==> config.mk <==
export PLATFORM = sky130hd
export DESIGN_NAME = imm_gen_queue
export DESIGN_NICKNAME = d
export VERILOG_FILES = /design/src/rtl/imm_gen_queue.sv
export SDC_FILE = /design/constraint.sdc
export NUM_CORES = 1
export LEC_CHECK = 0
export BUFFER_PORTS_ARGS = -buffer_cell sky130_fd_sc_hd__buf_4
export CAP_MARGIN = 30
export CORE_ASPECT_RATIO = 0.7
export CORE_UTILIZATION = 59
export CTS_CLUSTER_SIZE = 30
export DETAILED_ROUTE_END_ITERATION = 8
export PLACE_DENSITY = 0.8
export SLEW_MARGIN = 20
export SYNTH_ARGS = -nofsm -noshare
export SYNTH_HDL_FRONTEND = slang
export SYNTH_SLANG_ARGS = --single-unit
==> constraint.sdc <==
create_clock -name clock -period 2.95 [get_ports clock]
set_clock_uncertainty 0.05 [all_clocks]
set_input_delay 0.295 -clock clock [delete_from_list [all_inputs] [get_ports clock]]
set_output_delay 0.295 -clock clock [all_outputs]
set_load 0.005 [all_outputs]
==> src/rtl/imm_gen_queue.sv <==
// Immediate generator feeding a DEPTH-entry in-order result queue.
// Each accepted instruction yields one XLEN immediate plus its tag.
module imm_gen_queue #(
   parameter int XLEN  = 32,
   parameter int DEPTH = 4,
   parameter int TAG_W = 6
) (
   input  logic                   clock,
   input  logic                   reset,
   input  logic                   flush,
   input  logic                   in_valid,
   output logic                   in_ready,
   input  logic [31:0]            in_instr,
   input  logic [2:0]             in_sel,
   input  logic [TAG_W-1:0]       in_tag,
   output logic                   out_valid,
   input  logic                   out_ready,
   output logic [XLEN-1:0]        out_imm,
   output logic [TAG_W-1:0]       out_tag,
   output logic [$clog2(DEPTH):0] count
);

   localparam int PTR_W = $clog2(DEPTH);
   localparam int CNT_W = PTR_W + 1;

   typedef enum logic [2:0] {
      FMT_I     = 3'd0,
      FMT_S     = 3'd1,
      FMT_B     = 3'd2,
      FMT_U     = 3'd3,
      FMT_J     = 3'd4,
      FMT_Z     = 3'd5,
      FMT_VS5   = 3'd6,
      FMT_VTYPE = 3'd7
   } fmt_e;

   logic [XLEN-1:0]  imm_mem_q [DEPTH];
   logic [XLEN-1:0]  imm_mem_d [DEPTH];
   logic [TAG_W-1:0] tag_mem_q [DEPTH];
   logic [TAG_W-1:0] tag_mem_d [DEPTH];
   logic [PTR_W-1:0] wr_ptr_q, wr_ptr_d;
   logic [PTR_W-1:0] rd_ptr_q, rd_ptr_d;
   logic [CNT_W-1:0] count_q, count_d;

   logic [XLEN-1:0]  imm_new;
   logic             push;
   logic             pop;

   // Sign extension comes from the signed cast widening each field to XLEN.
   always_comb begin
      // NOTE: every always_comb output gets a default first so no path can infer a latch.
      imm_new = '0;
      case (fmt_e'(in_sel))
         FMT_I:     imm_new = XLEN'($signed(in_instr[31:20]));
         FMT_S:     imm_new = XLEN'($signed({in_instr[31:25], in_instr[11:7]}));
         FMT_B:     imm_new = XLEN'($signed({in_instr[31], in_instr[7], in_instr[30:25],
                                              in_instr[11:8], 1'b0}));
         FMT_U:     imm_new = XLEN'($signed({in_instr[31:12], 12'b0}));
         FMT_J:     imm_new = XLEN'($signed({in_instr[31], in_instr[19:12], in_instr[20],
                                              in_instr[30:21], 1'b0}));
         FMT_Z:     imm_new = XLEN'(in_instr[19:15]);
         FMT_VS5:   imm_new = XLEN'($signed(in_instr[19:15]));
         FMT_VTYPE: imm_new = (in_instr[31:30] == 2'b11) ? XLEN'(in_instr[29:20])
                                                           : XLEN'(in_instr[30:20]);
         default:   imm_new = '0;
      endcase
   end

   assign in_ready  = (count_q != CNT_W'(DEPTH));
   assign out_valid = (count_q != '0);
   assign push      = in_valid && in_ready;
   assign pop       = out_valid && out_ready;

   always_comb begin
      imm_mem_d = imm_mem_q;
      tag_mem_d = tag_mem_q;
      wr_ptr_d  = wr_ptr_q;
      rd_ptr_d  = rd_ptr_q;
      count_d   = count_q;
      // Flush overrides both handshakes; any push this cycle is dropped.
      if (flush) begin
         wr_ptr_d = '0;
         rd_ptr_d = '0;
         count_d  = '0;
      end else begin
         if (push) begin
            imm_mem_d[wr_ptr_q] = imm_new;
            tag_mem_d[wr_ptr_q] = in_tag;
            wr_ptr_d            = wr_ptr_q + PTR_W'(1);
         end
         if (pop) begin
            rd_ptr_d = rd_ptr_q + PTR_W'(1);
         end
         case ({push, pop})
            2'b10:   count_d = count_q + CNT_W'(1);
            2'b01:   count_d = count_q - CNT_W'(1);
            default: count_d = count_q;
         endcase
      end
   end

   always_ff @(posedge clock) begin
      if (reset) begin
         // NOTE: storage is cleared on reset because the head outputs must read 0 afterwards.
         for (int i = 0; i < DEPTH; i++) begin
            imm_mem_q[i] <= '0;
            tag_mem_q[i] <= '0;
         end
         wr_ptr_q <= '0;
         rd_ptr_q <= '0;
         count_q  <= '0;
      end else begin
         // NOTE: non-blocking assignments keep every flop updating from pre-edge values.
         imm_mem_q <= imm_mem_d;
         tag_mem_q <= tag_mem_d;
         wr_ptr_q  <= wr_ptr_d;
         rd_ptr_q  <= rd_ptr_d;
         count_q   <= count_d;
      end
   end

   assign out_imm = imm_mem_q[rd_ptr_q];
   assign out_tag = tag_mem_q[rd_ptr_q];
   assign count   = count_q;

endmodule

Word-level counts from Yosys, hierarchy flattened --
Index checks and enable logic that the tools add are counted.
Storage, ports and cells: output and inout bits 43, bits of input ports 46, flip-flop bits (word level) 159
Cells by class: mux-type cells 15, reduce and logical (&&, ||, !) cells 8, bitwise logic cells 3, add/sub/neg operators 4, order comparisons 3, equality and inequality tests 11
Operators by type and width (count):
- 32-bit case mux with 8 select lines | 1
- 128-bit bitwise mux | 1
- 32-bit 2-to-1 mux | 3
- 32-bit binary-select mux with 2-bit select | 1
- 32-bit demux with 2-bit select | 1
- 24-bit bitwise mux | 1
- 6-bit 2-to-1 mux | 3
- 6-bit binary-select mux with 2-bit select | 1
- 6-bit demux with 2-bit select | 1
- 3-bit == test, second input constant | 4
- 11-bit 2-to-1 mux | 1
- 3-bit by 2-bit == test with 1-bit output, second input constant | 2
- 3-bit greater-or-equal comparator, second input constant | 2
- 2-bit inverter with 3-bit output | 2
- 3-bit case mux with 2 select lines | 1
- 2-bit by 1-bit adder with 2-bit output, second input constant | 2
- 2-bit == test, second input constant | 2
- 3-bit by 1-bit adder with 3-bit output, second input constant | 1
- 3-bit by 1-bit == test with 1-bit output, second input constant | 1
- 1-bit logical AND | 3
- 3-bit zero test | 1
- 3-bit by 1-bit less-than comparator with 1-bit output, second input constant | 1
- 3-bit inequality test, second input constant | 1
- 3-bit nonzero test | 1
- 6 further kinds | 6

Logic depth before layout (Yosys ltp) --
depth in word-level cells 6, mapped depth 11, depth with buffers taken out 9

Worst setup path before layout --
No wires, ideal clock.
path type reg-to-reg, start point reg count_q[2] (netlist: count[2]), end point reg count_q[2] (netlist: count[2]), stages on the path, launching flop included 12, arrival 2254 ps, period minus slack after synthesis 2374 ps, library setup time 70 ps, path slack 576 ps, required time 2830 ps, path buffers 2, cells stage by stage dfxtp_1 > nor3b_4 > inv_2 > buf_4 > buf_2 > nand2_1 > ha_1 > inv_1 > fa_1 > xor2_1 > or3_1 > a21oi_1
Between the ends: cells in the longest elaborated chain, start to end 4, elaborated cells on any way between the ends 10, classes of those cells add/sub (2); eq/ne (3); mux (1); reduce/logical (4)
Ends and longest elaborated chain:
- start, declared | RTL line 43 | logic [CNT_W-1:0] count_q, count_d;
- start signal, assigned | RTL line 118 | count_q <= count_d;
- 3-bit inequality test (*) | RTL line 69 | assign in_ready = (count_q != CNT_W'(DEPTH));
- net in_ready | RTL line 12 | output logic in_ready,
- 1-bit logical AND (*) | RTL line 71 | assign push = in_valid && in_ready;
- 2-bit by 1-bit == test with 1-bit output / 2-bit == test (equally long branches) | RTL line 94 | case ({push, pop})
- 3-bit case mux with 2 select lines / 2-bit nonzero test (equally long branches)
Mark *: on every way through the listed nets, which the timed path passes. The rest lies on a longest branch. A chain may end at the register's enable or synchronous reset.

Final worst setup path --
start point reg rd_ptr_q[1], end point out out_imm[8]
Between the ends: cells in the longest elaborated chain, start to end 4
Ends and longest elaborated chain:
- start, declared | RTL line 42 | logic [PTR_W-1:0] rd_ptr_q, rd_ptr_d;
- start signal, assigned | RTL line 117 | rd_ptr_q <= rd_ptr_d;
- 2-bit inverter with 3-bit output (implied by the code) | RTL line 122 | assign out_imm = imm_mem_q[rd_ptr_q];
- 32-bit binary-select mux with 2-bit select | RTL line 122
- 32-bit 2-to-1 mux (implied by the code) (2 in series) | RTL line 122
- end, declared | RTL line 18 | output logic [XLEN-1:0] out_imm,
No other way between the ends. The select of a mux whose other input is x is not followed.

==> metrics.md <==
| Metric | Value |
|---|---|
| Setup CP Type | reg -> out |
| 1st-iter DRT viols | 971 |
| Root Buffer | clkbuf_16 |
| Final worst-path cycle share | 82.60% |
| CTS buffer count | 17 |
| DIE HEIGHT | 100.4 µm |
| # nets final | 889 |
| Vias in the first global route | 6996 |
| Synth unique cells | 51 |
| Ant. Diodes | 0 |
| Fmax | 410.4 MHz |
| IO buf count | 81 |
| Initial antenna violation count | 0 |
| CP endpoint kind | primary output |
| Hold Path Stages | 3 |
| Total grt overflow | 0 |
| DRC Markers | 0 |
| Netlist Area Pre-Place | 8154 µm² |
| Origin of the worst min-delay path | in_tag[1] |
| Power Density | 530.0 nW/µm² |
| Worst r2r path cells | 9 |
| Num rows | 35 |
| Largest net degree at the start of global routing | 156 |
| Outcome | completed |
| CP bufs+invs | 2 |
| Crit start category | flip-flop |
| Unrepaired setup endpoints after global routing | no |
| Worst-Margin Slew | 0.8836 ns |
| Max Cap Violations | 0 |
| Final setup viols | 0 |
| Full die area | ~14000 µm² |
| Pre-antenna DRT Iters | 5 |
| Placed cell area | 8716 µm² |
| Worst IR Drop VDD | 0.4926 mV |
| Synth warnings | 0 |
| TritonCTS clock tree | built |
| Worst Path Arrival | 2.09 ns |
| RePlAce Congestion | 0.8085 |
| Worst hold path type | in -> reg |
| Crit-path cells | buf_4 > mux4_2 > buf_4 |
| Worst-path clk slew | ~0.070 ns |
| Post-Syn Area per Cell | roughly 10 µm² |
| Via count | 7314 |
| Final Power | slightly below 5 mW |
| WL/cell | 22.66 µm |
| Sink Count | 159 |
| FF-to-FF End | count[2] |
| Chip Width | 142.5 µm |
| Syn nets | 861 |
| Total Routing Usage GR | 33.84% |
| Number of synthesized flops with an enable pin | 0 |
| Via density | approximately 7 |
| Cells after synthesis | approximately 810 |
| Yosys reg bits | 159 |
| Max Buffers Root-to-Sink | 2 |
| Placed cells | 1002 |
| Final wirelength | 23.46 mm |
| Seq/Total Area, Yosys | 39.04% |
| Post-DRT Antenna Nets | 0 |
| Area Growth Syn to Fin | 14.15% |
| Max-slew violations | 0 |
| Finished Layout Cells | 1035 |
| Reg2reg setup slack | just under 0.8 ns |
| Crit-path most repeated cell | buf_4 |
| Post-CTS setup buffers | 0 |
| Post-CTS sizing | 0 |
| Clock Latency Late Sink | ~0.42 ns |
| First-pass GRT wire length | roughly 37 mm |
| Sum Neg Setup Slack | 0 ns |
| DP HPWL | 14.00 mm |
| Final Hold Vio Count | 0 |
| Minimum clock period | 2.437 ns |
| Reg2Reg Launch Point | count[2] |
| Slowest cell on the critical path | dfxtp_2 |
| Io pins | around 90 |
| Area of the core | 13310 µm² |
| Async SR Flop Fraction | 0% |
| Final instance area | 9308 µm² |
| Crit-path max FO | 12 |
| CP delay by family, top | flip-flops |
| CTS H-Tree Depth | 4 |
| Hold bufs inserted after CTS | 0 |
| Leak pwr | 3.038 nW |
| Starting Density | between 60% and 70% |
| Hold path endpoint | tag_mem_q[19] |
| CP peak stage delay | ~0.60 ns |
| Top_reg_cell synth | dfxtp_1 |
| WP data required | 2.61 ns |
| Worst slew margin | approximately two fifths |
| Share of layout cells above drive strength 1 | 24.59% |
worst min-delay path: stages:
cell	delay (ns)
buf_4	0.12
nand3_1	0.06
a21oi_1	0.05
metrics by stage:
stage / setup WS [ns] / hold WS, ns / util (%)
2_1_floorplan: 0.5757 / 0.3927 / -
3_3_place_gp: 0.8586 / 0.4064 / 65.47
3_5_place_dp: 0.8172 / 0.4163 / 65.47
4_1_cts: 0.5188 / 0.09351 / 69.77
5_1_grt: 0.4373 / 0.1013 / 69.92
6_report: 0.5132 / 0.1026 / 69.92
area by class of cell:
class | instances | area, µm²
tap | 185 | 231.5
fill | 973 | 4005
timing repair buffer | 108 | 848.3
multi-input combinational | 537 | 4415
clock buffer | 18 | 439.2
clock inverter | 14 | 132.6
inverter | 14 | 55.05
sequential | 159 | 3186
metal layers:
metal  track usage [%]  vias to the layer above  wire (µm)
met5                 0                        -          0
met4             12.82                        0        386
met3             7.395                       37       2673
met2             51.81                      462      10870
met1             46.98                     3576       9527
li1                  -                     3239          -
cells in the final DEF, fill, tap and decap left out, types with 2 or more instances in the layout:
master and count:
and2_1 5, o22a_1 5, dfxtp_1 157, o21ai_0 27
nand2_1 2, clkbuf_16 17, nor2_4 4, a21oi_1 119
nand3b_1 16, nor2b_1 3, mux2i_1 6, mux2_2 13
nand4b_1 44, and3b_1 4, nand3_1 27, ha_1 5
clkinv_4 4, dfxtp_2 2, buf_12 3, or3_1 2
nor3b_4 2, a222oi_1 4, o32ai_1 44, a311oi_1 37
clkinvlp_4 3, nand2b_1 47, a211oi_1 48, inv_6 4
inv_1 12, clkinv_2 2, nor2_1 6, a31oi_1 7
buf_4 105, xor2_1 4, mux4_2 38
sequential cells by signal, summed over array words and instances, names as in the netlist:
register,count
imm_mem_q,128
tag_mem_q,24
count,3
rd_ptr_q,2
wr_ptr_q,2
power breakdown:
group	total (mW)	leakage (nW)	switching [mW]	internal, mW
Sequential	2.23	1.29	0.0321	2.19
Clock	2.14	0.274	0.948	1.20
Combinational	0.563	1.48	0.317	0.245
synth_stat cells (2+ instances only):
| cell | instances | area [µm²] |
|---|---|---|
| nand4b_1 | 44 | 385.4 |
| o22a_1 | 5 | 43.79 |
| nor2_2 | 3 | 18.77 |
| nand2b_1 | 47 | 294.0 |
| a222oi_1 | 4 | 40.04 |
| o32ai_1 | 44 | 385.4 |
| nand3b_1 | 16 | 120.1 |
| mux2i_1 | 6 | 60.06 |
| a21oi_1 | 119 | 595.6 |
| buf_2 | 52 | 260.3 |
| buf_6 | 5 | 56.30 |
| nand3_1 | 27 | 135.1 |
| mux2_2 | 13 | 146.4 |
| nor2_1 | 8 | 30.03 |
| and2_1 | 5 | 31.28 |
| clkbuf_1 | 30 | 112.6 |
| nor2b_1 | 3 | 18.77 |
| nand2_1 | 2 | 7.510 |
| a31oi_1 | 7 | 43.79 |
| or3_1 | 2 | 12.51 |
| inv_1 | 12 | 45.04 |
| buf_4 | 10 | 75.07 |
| ha_1 | 5 | 62.56 |
| xor2_1 | 4 | 35.03 |
| inv_2 | 2 | 7.510 |
| o21ai_0 | 27 | 135.1 |
| dfxtp_1 | 159 | 3183 |
| mux4_2 | 38 | 855.8 |
| nor3b_4 | 2 | 37.54 |
| a211oi_1 | 48 | 360.4 |
| and3b_1 | 4 | 35.03 |
| a311oi_1 | 37 | 324.1 |
worst max path at each step:
stage               depth (start not counted)   startpoint  slack [ns]          end
finish                                      3  rd_ptr_q[1]        0.51   out_imm[8]
global route                                3  rd_ptr_q[0]        0.44  out_imm[21]
CTS                                         3  rd_ptr_q[1]        0.52   out_imm[8]
detailed placement                          9     count[2]        0.82     count[2]
global placement                            9     count[2]        0.86     count[2]
floorplan                                  11     count[2]        0.58     count[2]
kinds of logic (layout without fill, tap and decap cells):
group,after synthesis,count (layout),share of synthesized area (%)
compound gates,300,300,24.74
xor+xnor,5,5,0.5370
fa+ha+maj,7,7,1.151
buf+inv,113,154,7.120
flops,159,159,39.04
mux,58,58,13.17
simple gates,167,167,14.26
Power figures use the tool's default switching activity.
